## src/rtl/spr_dma.sv

```systemverilog
// Sprite-RAM DMA writer: copies LEN bytes of CPU work RAM starting at
// SRC_BASE into the four-bank sprite RAM (bank = byte address[1:0],
// row = byte address[8:2]). Each byte takes one RD and one WR step, and the
// FSM only steps on cycles with ce=1.
module spr_dma #(
    parameter logic [15:0] SRC_BASE = 16'h0600,
    parameter int          LEN      = 512,
    parameter bit          WAIT_VB  = 1'b1
) (
    input  logic        clk_sys,
    input  logic        reset_n,
    input  logic        ce,
    input  logic        vb,
    input  logic        start,
    input  logic        abort,
    output logic [15:0] src_addr,
    input  logic [7:0]  src_data,
    output logic [8:0]  dst_addr,
    output logic [7:0]  dst_data,
    output logic        dst_we,
    output logic        busy,
    output logic        done
);

    typedef enum logic [1:0] {IDLE, ARM, RD, WR} state_t;

    localparam logic [8:0] LAST_CNT = 9'(LEN - 1);

    state_t     r_state;
    state_t     w_state_next;
    logic [8:0] r_cnt;
    logic [8:0] w_cnt_next;
    logic       r_done;
    logic       w_done_next;
    logic [8:0] r_dst_addr;
    logic [7:0] r_dst_data;
    logic       w_we;
    logic       w_last;

    // The work RAM has a registered read: the address shown during RD is
    // captured on the RD->WR edge, so src_data is valid throughout WR.
    // Deriving src_addr from cnt keeps it stable in WR even when ce stalls.
    assign src_addr = SRC_BASE + {7'd0, r_cnt};
    assign w_last   = (r_cnt == LAST_CNT);

    // The write strobe is combinational so it can never appear outside WR or
    // on a ce=0 cycle, and abort kills it in the very cycle it is raised.
    assign w_we     = (r_state == WR) && ce && !abort;
    assign dst_we   = w_we;
    assign dst_addr = w_we ? r_cnt    : r_dst_addr;
    assign dst_data = w_we ? src_data : r_dst_data;
    assign busy     = (r_state != IDLE);
    assign done     = r_done;

    // Next-state, counter and completion-pulse logic; abort overrides all.
    always_comb begin
        w_state_next = r_state;
        w_cnt_next   = r_cnt;
        w_done_next  = 1'b0;
        case (r_state)
            IDLE: begin
                if (start) begin
                    w_state_next = ARM;
                    w_cnt_next   = 9'd0;
                end
            end
            ARM: begin
                if (ce && (vb || !WAIT_VB)) begin
                    w_state_next = RD;
                end
            end
            RD: begin
                if (ce) begin
                    w_state_next = WR;
                end
            end
            WR: begin
                if (ce) begin
                    if (w_last) begin
                        w_state_next = IDLE;
                        w_done_next  = 1'b1;
                    end else begin
                        w_cnt_next   = r_cnt + 9'd1;
                        w_state_next = RD;
                    end
                end
            end
            default: begin
                w_state_next = IDLE;
            end
        endcase
        if (abort) begin
            w_state_next = IDLE;
            w_cnt_next   = r_cnt;
            w_done_next  = 1'b0;
        end
    end

    // State register, byte counter and done pulse.
    always_ff @(posedge clk_sys or negedge reset_n) begin
        if (!reset_n) begin
            r_state <= IDLE;
            r_cnt   <= 9'd0;
            r_done  <= 1'b0;
        end else begin
            r_state <= w_state_next;
            r_cnt   <= w_cnt_next;
            r_done  <= w_done_next;
        end
    end

    // Remember the last written address/data so the sprite-RAM bus holds
    // steady between strobes.
    always_ff @(posedge clk_sys or negedge reset_n) begin
        if (!reset_n) begin
            r_dst_addr <= 9'd0;
            r_dst_data <= 8'd0;
        end else if (w_we) begin
            r_dst_addr <= r_cnt;
            r_dst_data <= src_data;
        end
    end

endmodule

```

## config.mk

```make
export PLATFORM = sky130hd
export DESIGN_NAME = spr_dma
export DESIGN_NICKNAME = d
export VERILOG_FILES = /design/src/rtl/spr_dma.sv
export SDC_FILE = /design/constraint.sdc
export NUM_CORES = 1
export LEC_CHECK = 0
export CORE_MARGIN = 2
export CORE_UTILIZATION = 45
export CTS_CLUSTER_DIAMETER = 120
export CTS_CLUSTER_SIZE = 40
export DETAILED_ROUTE_END_ITERATION = 8
export GPL_ROUTABILITY_DRIVEN = 0
export PLACE_DENSITY = 0.79
export SYNTH_ARGS = -nofsm -noshare
export SYNTH_HDL_FRONTEND = slang
export SYNTH_SLANG_ARGS = --single-unit
```

## constraint.sdc

```tcl
create_clock -name clk_sys -period 2.3 [get_ports clk_sys]
set_input_delay 0.575 -clock clk_sys [delete_from_list [all_inputs] [get_ports clk_sys]]
set_output_delay 0.575 -clock clk_sys [all_outputs]
set_load 0.03 [all_outputs]
```

Word level (Yosys, flattened, before mapping). Cells that the tools add are included.

Flip-flop bits (word level): 29. Word-level logic and storage cells: 45. Output and inout port bits: 36. Input port bits: 14.

Reduce and logical (&&, ||, !) cells: 9. Equal/unequal tests: 11. Bitwise logic cells: 1. Muxes and demuxes: 17. $add $sub $neg: 2.

Operator list (number): 9-bit two-way mux (4); 9-bit one-hot mux with 2 select lines (1); 11-bit by 9-bit adder with 12-bit output, first input constant (1); 2-bit two-way mux (6); 3-bit != test, second input constant (4); 9-bit by 1-bit adder with 9-bit output, second input constant (1); 9-bit == test, second input constant (1); 8-bit two-way mux (1); 2-bit one-hot mux with 4 select lines (1); 2-bit != test, second input constant (3); 5-bit AND reduction (1); 2-bit == test, second input constant (2); 1-bit two-way mux (4); 4-bit AND reduction (1); 2-bit nonzero test (2); 1-bit logical AND (3); 2-bit by 1-bit == test with 1-bit output, second input constant (1); 2-bit logical NOT (1); 1-bit logical NOT (1); 1-bit inverter (1).

Logic depth before layout (Yosys ltp). Gate-level depths: netlist of run 1.

Depth in word-level cells: 5. Depth in mapped cells: 9. Depth with buffers taken out: 8.

Worst setup path before layout of run 1. OpenSTA, ideal clock, no wires.

Path kind: reg2out. Start: register r_state[0]. End: output dst_data[0]. Slack: 0.061 ns. Stages on the path, launching flop included: 7. Buffers on the path: 1. Arrival time: 1.664 ns. Data required time: 1.725 ns. Path through: dfrtp_1 -> ha_1 -> nand3b_1 -> buf_2 -> clkinv_1 -> nand2_1 -> nand2_1.

Longest elaborated chain between the ends: 4.

RTL lines: from (decl) (RTL line 29) `state_t r_state;`; from (signal assigned) (RTL line 106) `r_state <= w_state_next;`; 2-bit == test (RTL line 48) `assign w_we = (r_state == WR) && ce && !abort;`; 1-bit logical AND (2 in a row) (RTL line 48); named net dst_we (RTL line 20) `output logic dst_we,`; 8-bit two-way mux; to (decl) (RTL line 19) `output logic [7:0] dst_data,`.

The timed path passes the listed nets, and every way through them passes these cells.

Worst setup path after layout of run 1.
Start: register r_state[0]. End: output dst_data[4].

Longest elaborated chain between the ends: 4.

RTL lines (RTL line): 2-bit == test (48); 1-bit logical AND (2 in a row) (48); 8-bit two-way mux.

No other way between the ends.

==> out/results.tsv, run 1 <==
metric	value	unit
p_leak	1.17	nW
switchingPower	0.713	mW
syn_to_final_growth	59.9	%
report.final.setup_viol	13	
fin_nets	242	
power.density	864	nW/µm²
pwr-share-clk	24.9	%
grt_use_total	22.3	%
io_pins	50	
holdPathStages	2	
hp-start	r_dst_addr[7]	
num_antenna_cells	0	
ys_seq_area_share	48.4	%
internal_power	1.36	mW
grt_pass1_wl	6090	µm
ant_nets	0	
crit_fanout	7	
wl_per_cell	14.8	µm
final_cell_mix	dfrtp_1, buf_4, clkdlybuf4s50_1	
end_kind	output port	
drive_gt1_share	40.4	%
crit_slowest_cell	dfrtp_1	
grt_antenna_before_repair	0	
sw_frac_of_total	34.4	%
dp_slack	-0.590	ns
dieHeight	61.7	µm
syn_area	1500	µm²
required	1.73	ns
ys_warn_count	0	
fp-row-count	20	
clk_pin_slew	0.10	ns
numPortBuffers	42	
crit_cells	8	
n_fill_cell	223	
die_area	3810	µm²
power_frac_comb	45.6	%
syn_area_per_cell	9.73	µm²
routed_wirelength	3950	µm
hold_path.class	flop to flop	
tns	-0.235	ns
synth_cell_types	31	
numCtsBuffers	5	
rr_endpoint	r_state[1]	
cpPeakStageDelay	0.40	ns
dp_hpwl	2370	µm
post-route-util	77.3	%
drt_iter0_markers	31	
p_seq_share	29.5	%
post-route-period-util	103	%
clock_skew	0.00937	ns
via_per_inst	5.08	
finalMaxSlewViolations	0	
synth_area_leaders	dfrtp_1, nand2_1, mux2_2	
holdPathEnd	r_dst_addr[7]	
start_util	48.3	%
firstDrtPassIters	4	
cp_num_buf_inv	4	
vias	1356	
setup_slack	-0.0729	ns
reg2reg_from	r_state[0]	
critPathArrivalTime	1.80	ns
violations	setup timing	
drcViolationCount	0	
cts_root_buffer	clkbuf_4	
criticalPathCategory	flop to output port	
clock_sinks	29	
cts_buffer_depth	2	
first_global_vias	1363	
rsz0062_at_grt	true	
crit_path_start_kind	flop	
r2r_cells	8	
hold_violations	0	
synthCells	154	
final_common_cell	dfrtp_1	
path_cells	ha_2 > nand3b_1 > buf_6 > buf_12 > clkinv_4 > nand2_2 > nand2_2 > buf_6	
irDropWorstVdd	0.493	mV
globalRouteOverflowTotal	0	
status	finished, violations left	
max_freq	421	MHz
rrSetupSlack	0.18	ns
design.core.area	3100	µm²
h-tree-depth	2	
grt_max_degree	30	
ys_ff_latch	29	
synth_top_area_share	48.4	%
timing.hold.ws	0.489	ns
cts_tree	done	
crit_family	buffers and inverters	
fp.dieW	61.7	µm
drv_cap	0	
yosys.area.top_type	dfrtp_1	
report.power.total	2.07	mW
fin_crit	2.37	ns
worstSkewPairLatency	0.33	ns
-- per-stage QoR --
stage / instance area, µm² / instances
after floorplan: 1520 / 159
after global placement: 2030 / 248
after detailed placement: 2030 / 248
after CTS: 2390 / 266
after global routing: 2400 / 267
final: 2400 / 267
-- synth_stat cells --
library cell	n
nand2_1	40
dfrtp_1	29
mux2_2	8
buf_4	7
inv_1	7
ha_1	6
o21ai_0	6
clkbuf_1	5
nand3_1	4
nand4b_1	4
o211ai_1	4
a211oi_1	3
a21oi_1	3
a22o_1	3
buf_2	2
conb_1	2
nand2b_1	2
nand3b_1	2
nand4_1	2
nor2_1	2
nor2b_1	2
nor3_1	2
a211oi_2	1
a21boi_0	1
a221oi_4	1
clkinv_1	1
o221ai_1	1
o311ai_0	1
or3_1	1
or3_4	1
xnor2_1	1
-- flip-flops by register name (all words and copies together), names as in the netlist --
register / flops
r_cnt: 9
r_dst_addr: 9
r_dst_data: 8
r_state: 2
done: 1
-- worst reg2reg max path, stage by stage (launching register included) --
cell and delay (ns):
dfrtp_1 0.40, buf_4 0.14, buf_4 0.12, buf_4 0.14, ha_1 0.23, or3_4 0.38
a221oi_4 0.30, a21oi_1 0.13, a211oi_2 0.20
-- routing by layer --
metal	routed length [µm]	track usage, %
met5	0	0
met3	256	6.63
met2	2030	40.8
met1	1620	24.9
met4	35	6.69
-- what timing repair did --
item / in CTS / in global routing
pin swaps: 5 / 3
gates resized for setup: 104 / 11
setup buffers: 7 / 3
hold buffers: 0 / 0
setup endpoints to repair: 19 / 18
cloned: 3 / 0
-- layout make-up --
class / count / area [µm²] / area share (%)
clock buffers: 5 / 37.5 / 1.57
flip-flops and latches: 29 / 726 / 30.3
repair inverters: 1 / 8.76 / 0.365
well taps: 44 / 55.1 / 2.30
inverters: 8 / 42.5 / 1.77
multi-input cells: 108 / 792 / 33.0
clock inverters: 3 / 65.1 / 2.71
repair buffers: 69 / 671 / 28.0
-- power by group through the flow --
stage / Sequential (mW) / Clock [mW] / Combinational [mW]
final: 0.611 / 0.517 / 0.944
after detailed placement: 0.617 / 0 / 0.764
after floorplan: 0.621 / 0 / 0.449
after CTS: 0.610 / 0.525 / 0.886
after global placement: 0.610 / 0 / 0.745
after global routing: 0.617 / 0.546 / 1.01
-- how the worst max path moves through the flow --
| stage | slack (ns) | startpoint | end |
|---|---|---|---|
| global route | -0.15 | r_state[0] | dst_data[4] |
| detailed placement | -0.59 | abort | dst_addr[8] |
| floorplan | 0.06 | r_state[0] | dst_data[0] |
| CTS | -0.04 | r_state[1] | dst_addr[8] |
| finish | -0.07 | r_state[0] | dst_data[4] |
| global placement | -0.57 | abort | dst_addr[8] |
-- kinds of logic after synthesis --
kind of cell	Yosys count	share of synthesized area (%)
AOI/OAI and AO/OA	24	12.5
muxes	8	6.01
buffers and inverters	22	7.43
other	2	0.501
DFF	29	48.4
adders and majority gates	6	5.01
and+or+nand+nor	62	19.5
xor gates and xnor gates	1	0.584
Note: power is estimated with default switching activity, not from simulation.
==> run 2, diff against run 1 <==
CORE_UTILIZATION = 49   (was 45)
PLACE_DENSITY = 0.85   (was 0.79)
clock period = 3 ns   (was 2.3 ns; I/O delays follow)
==> out/results.tsv, run 2 (synthesis results as in run 1) <==
metric	value	unit
hold_path.class	flop to flop	
multi_input_area	681	µm²
ant_nets	0	
cts_buffer_depth	2	
grt_antenna_before_repair	0	
grt_use_total	21.5	%
wl_met1	1360	µm
crit_slowest_cell	clkdlybuf4s50_1	
fin_crit	2.88	ns
die_area	3520	µm²
p_leak	0.960	nW
grt_max_degree	30	
r2r_cells	7	
cts_root_buffer	clkbuf_4	
fin_nets	221	
fp-row-count	20	
io_pins	50	
numPortBuffers	42	
via_per_inst	5.44	
h-tree-depth	2	
report.final.setup_viol	0	
internal_power	0.891	mW
worst_pin_slew	0.687	ns
irDropWorstVdd	0.482	mV
drcViolationCount	0	
post-route-period-util	96.1	%
clk_pin_slew	0.08	ns
hp-start	r_dst_data[3]	
syn_to_final_growth	32.6	%
crit_fanout	9	
max_freq	347	MHz
slew_headroom	53.9	%
firstDrtPassIters	4	
p_seq_share	34.4	%
numCtsBuffers	5	
hold_violations	0	
drt_iter0_markers	29	
drive_gt1_share	21.8	%
power.density	694	nW/µm²
wl_per_cell	14.4	µm
path_cells	clkdlybuf4s50_1 > nand3b_1 > buf_4 > clkinv_1 > nand2_1 > nand2_1 > buf_4	
fp.dieW	59.3	µm
dieHeight	59.3	µm
dp_hpwl	2440	µm
sw_frac_of_total	35.4	%
worstSkewPairLatency	0.34	ns
critPathArrivalTime	2.13	ns
num_antenna_cells	0	
finalMaxSlewViolations	0	
first_global_vias	1313	
crit_path_start	abort	
n_fill_cell	255	
routed_wirelength	3390	µm
switchingPower	0.488	mW
layout.cells.non_filler	235	
cts_setup_buffers	0	
dr.max_layer_used	met4	
rsz0062_at_grt	false	
holdPathStages	2	
report.power.total	1.38	mW
cpPeakStageDelay	0.48	ns
clock_sinks	29	
wl_met2	1730	µm
cts_tree	done	
globalRouteOverflowTotal	0	
pwr-share-clk	29.0	%
design.core.area	2980	µm²
crit_path_start_kind	primary input	
final_common_cell	nand2_1	
criticalPathCategory	primary input to output port	
clock_skew	0.0116	ns
drv_cap	0	
reg2reg_from	r_cnt[0]	
register_area	726	µm²
start_util	50.3	%
vias	1279	
status	complete, no violations	
wl_met3	224	µm
cts_resized	9	
rr_endpoint	r_cnt[5]	
rrSetupSlack	0.83	ns
hold_buffers	0	
dp_cells	227	
grt_pass1_wl	5590	µm
final_cell_mix	nand2_1, dfrtp_1, clkdlybuf4s50_1	
holdPathEnd	r_dst_data[3]	
power_frac_comb	36.6	%
top_regs	r_cnt: 9 flops, r_dst_addr: 9 flops, r_dst_data: 8 flops	
end_kind	output port	
required	2.25	ns
run 2: through the flow:
stage / utilization, % / hold WS [ns] / cell area, µm² / TNS (ns) / setup WS, ns
after global placement: 64.7 / 0.456 / 1930 / -1.65 / -0.213
after detailed placement: 64.7 / 0.466 / 1930 / -1.80 / -0.239
after global routing: 66.8 / 0.507 / 1990 / 0 / 0.00626
final: 66.8 / 0.483 / 1990 / 0 / 0.116
after CTS: 67.8 / 0.491 / 2020 / 0 / 0.00146
after floorplan: - / 0.454 / 1520 / 0 / 0.415
run 2: cell type report:
cell class / instances / area share [%]
inverters: 8 / 1.51
multi-input cells: 108 / 34.2
flip-flops and latches: 29 / 36.5
well taps: 33 / 2.08
repair buffers: 49 / 20.5
clock buffers: 5 / 1.89
clock inverters: 3 / 3.27
run 2: how the worst max path moves through the flow:
stage	to	slack [ns]	cells after the start
after floorplan	dst_addr[7]	0.41	3
after detailed placement	dst_addr[0]	-0.24	5
after global placement	dst_addr[8]	-0.21	5
after CTS	dst_addr[0]	0.001	5
final	dst_data[0]	0.12	7
after global routing	dst_data[5]	0.006	7
run 2: power groups by stage:
stage | combinational (mW) | sequential, mW | clock, mW
after floorplan | 0.344 | 0.476 | 0
after global placement | 0.482 | 0.475 | 0
after detailed placement | 0.506 | 0.481 | 0
after CTS | 0.510 | 0.474 | 0.409
after global routing | 0.544 | 0.480 | 0.422
final | 0.505 | 0.474 | 0.401
run 2: critical path: cells and delay by family:
family                 cells  cell delay [ns]
AND/OR/NAND/NOR            3             0.36
buffers and inverters      4             1.02
run 2: routing by layer:
layer,up-vias,track usage [%]
li1,607,-
met1,612,23.4
met2,50,37.5
met3,10,5.68
met4,0,11.7
met5,-,0
==> run 3, diff against run 2 <==
SLEW_MARGIN = 20   (was default)
==> results of run 3 <==
Final layout, timing and power as in run 2 (identical DEF).
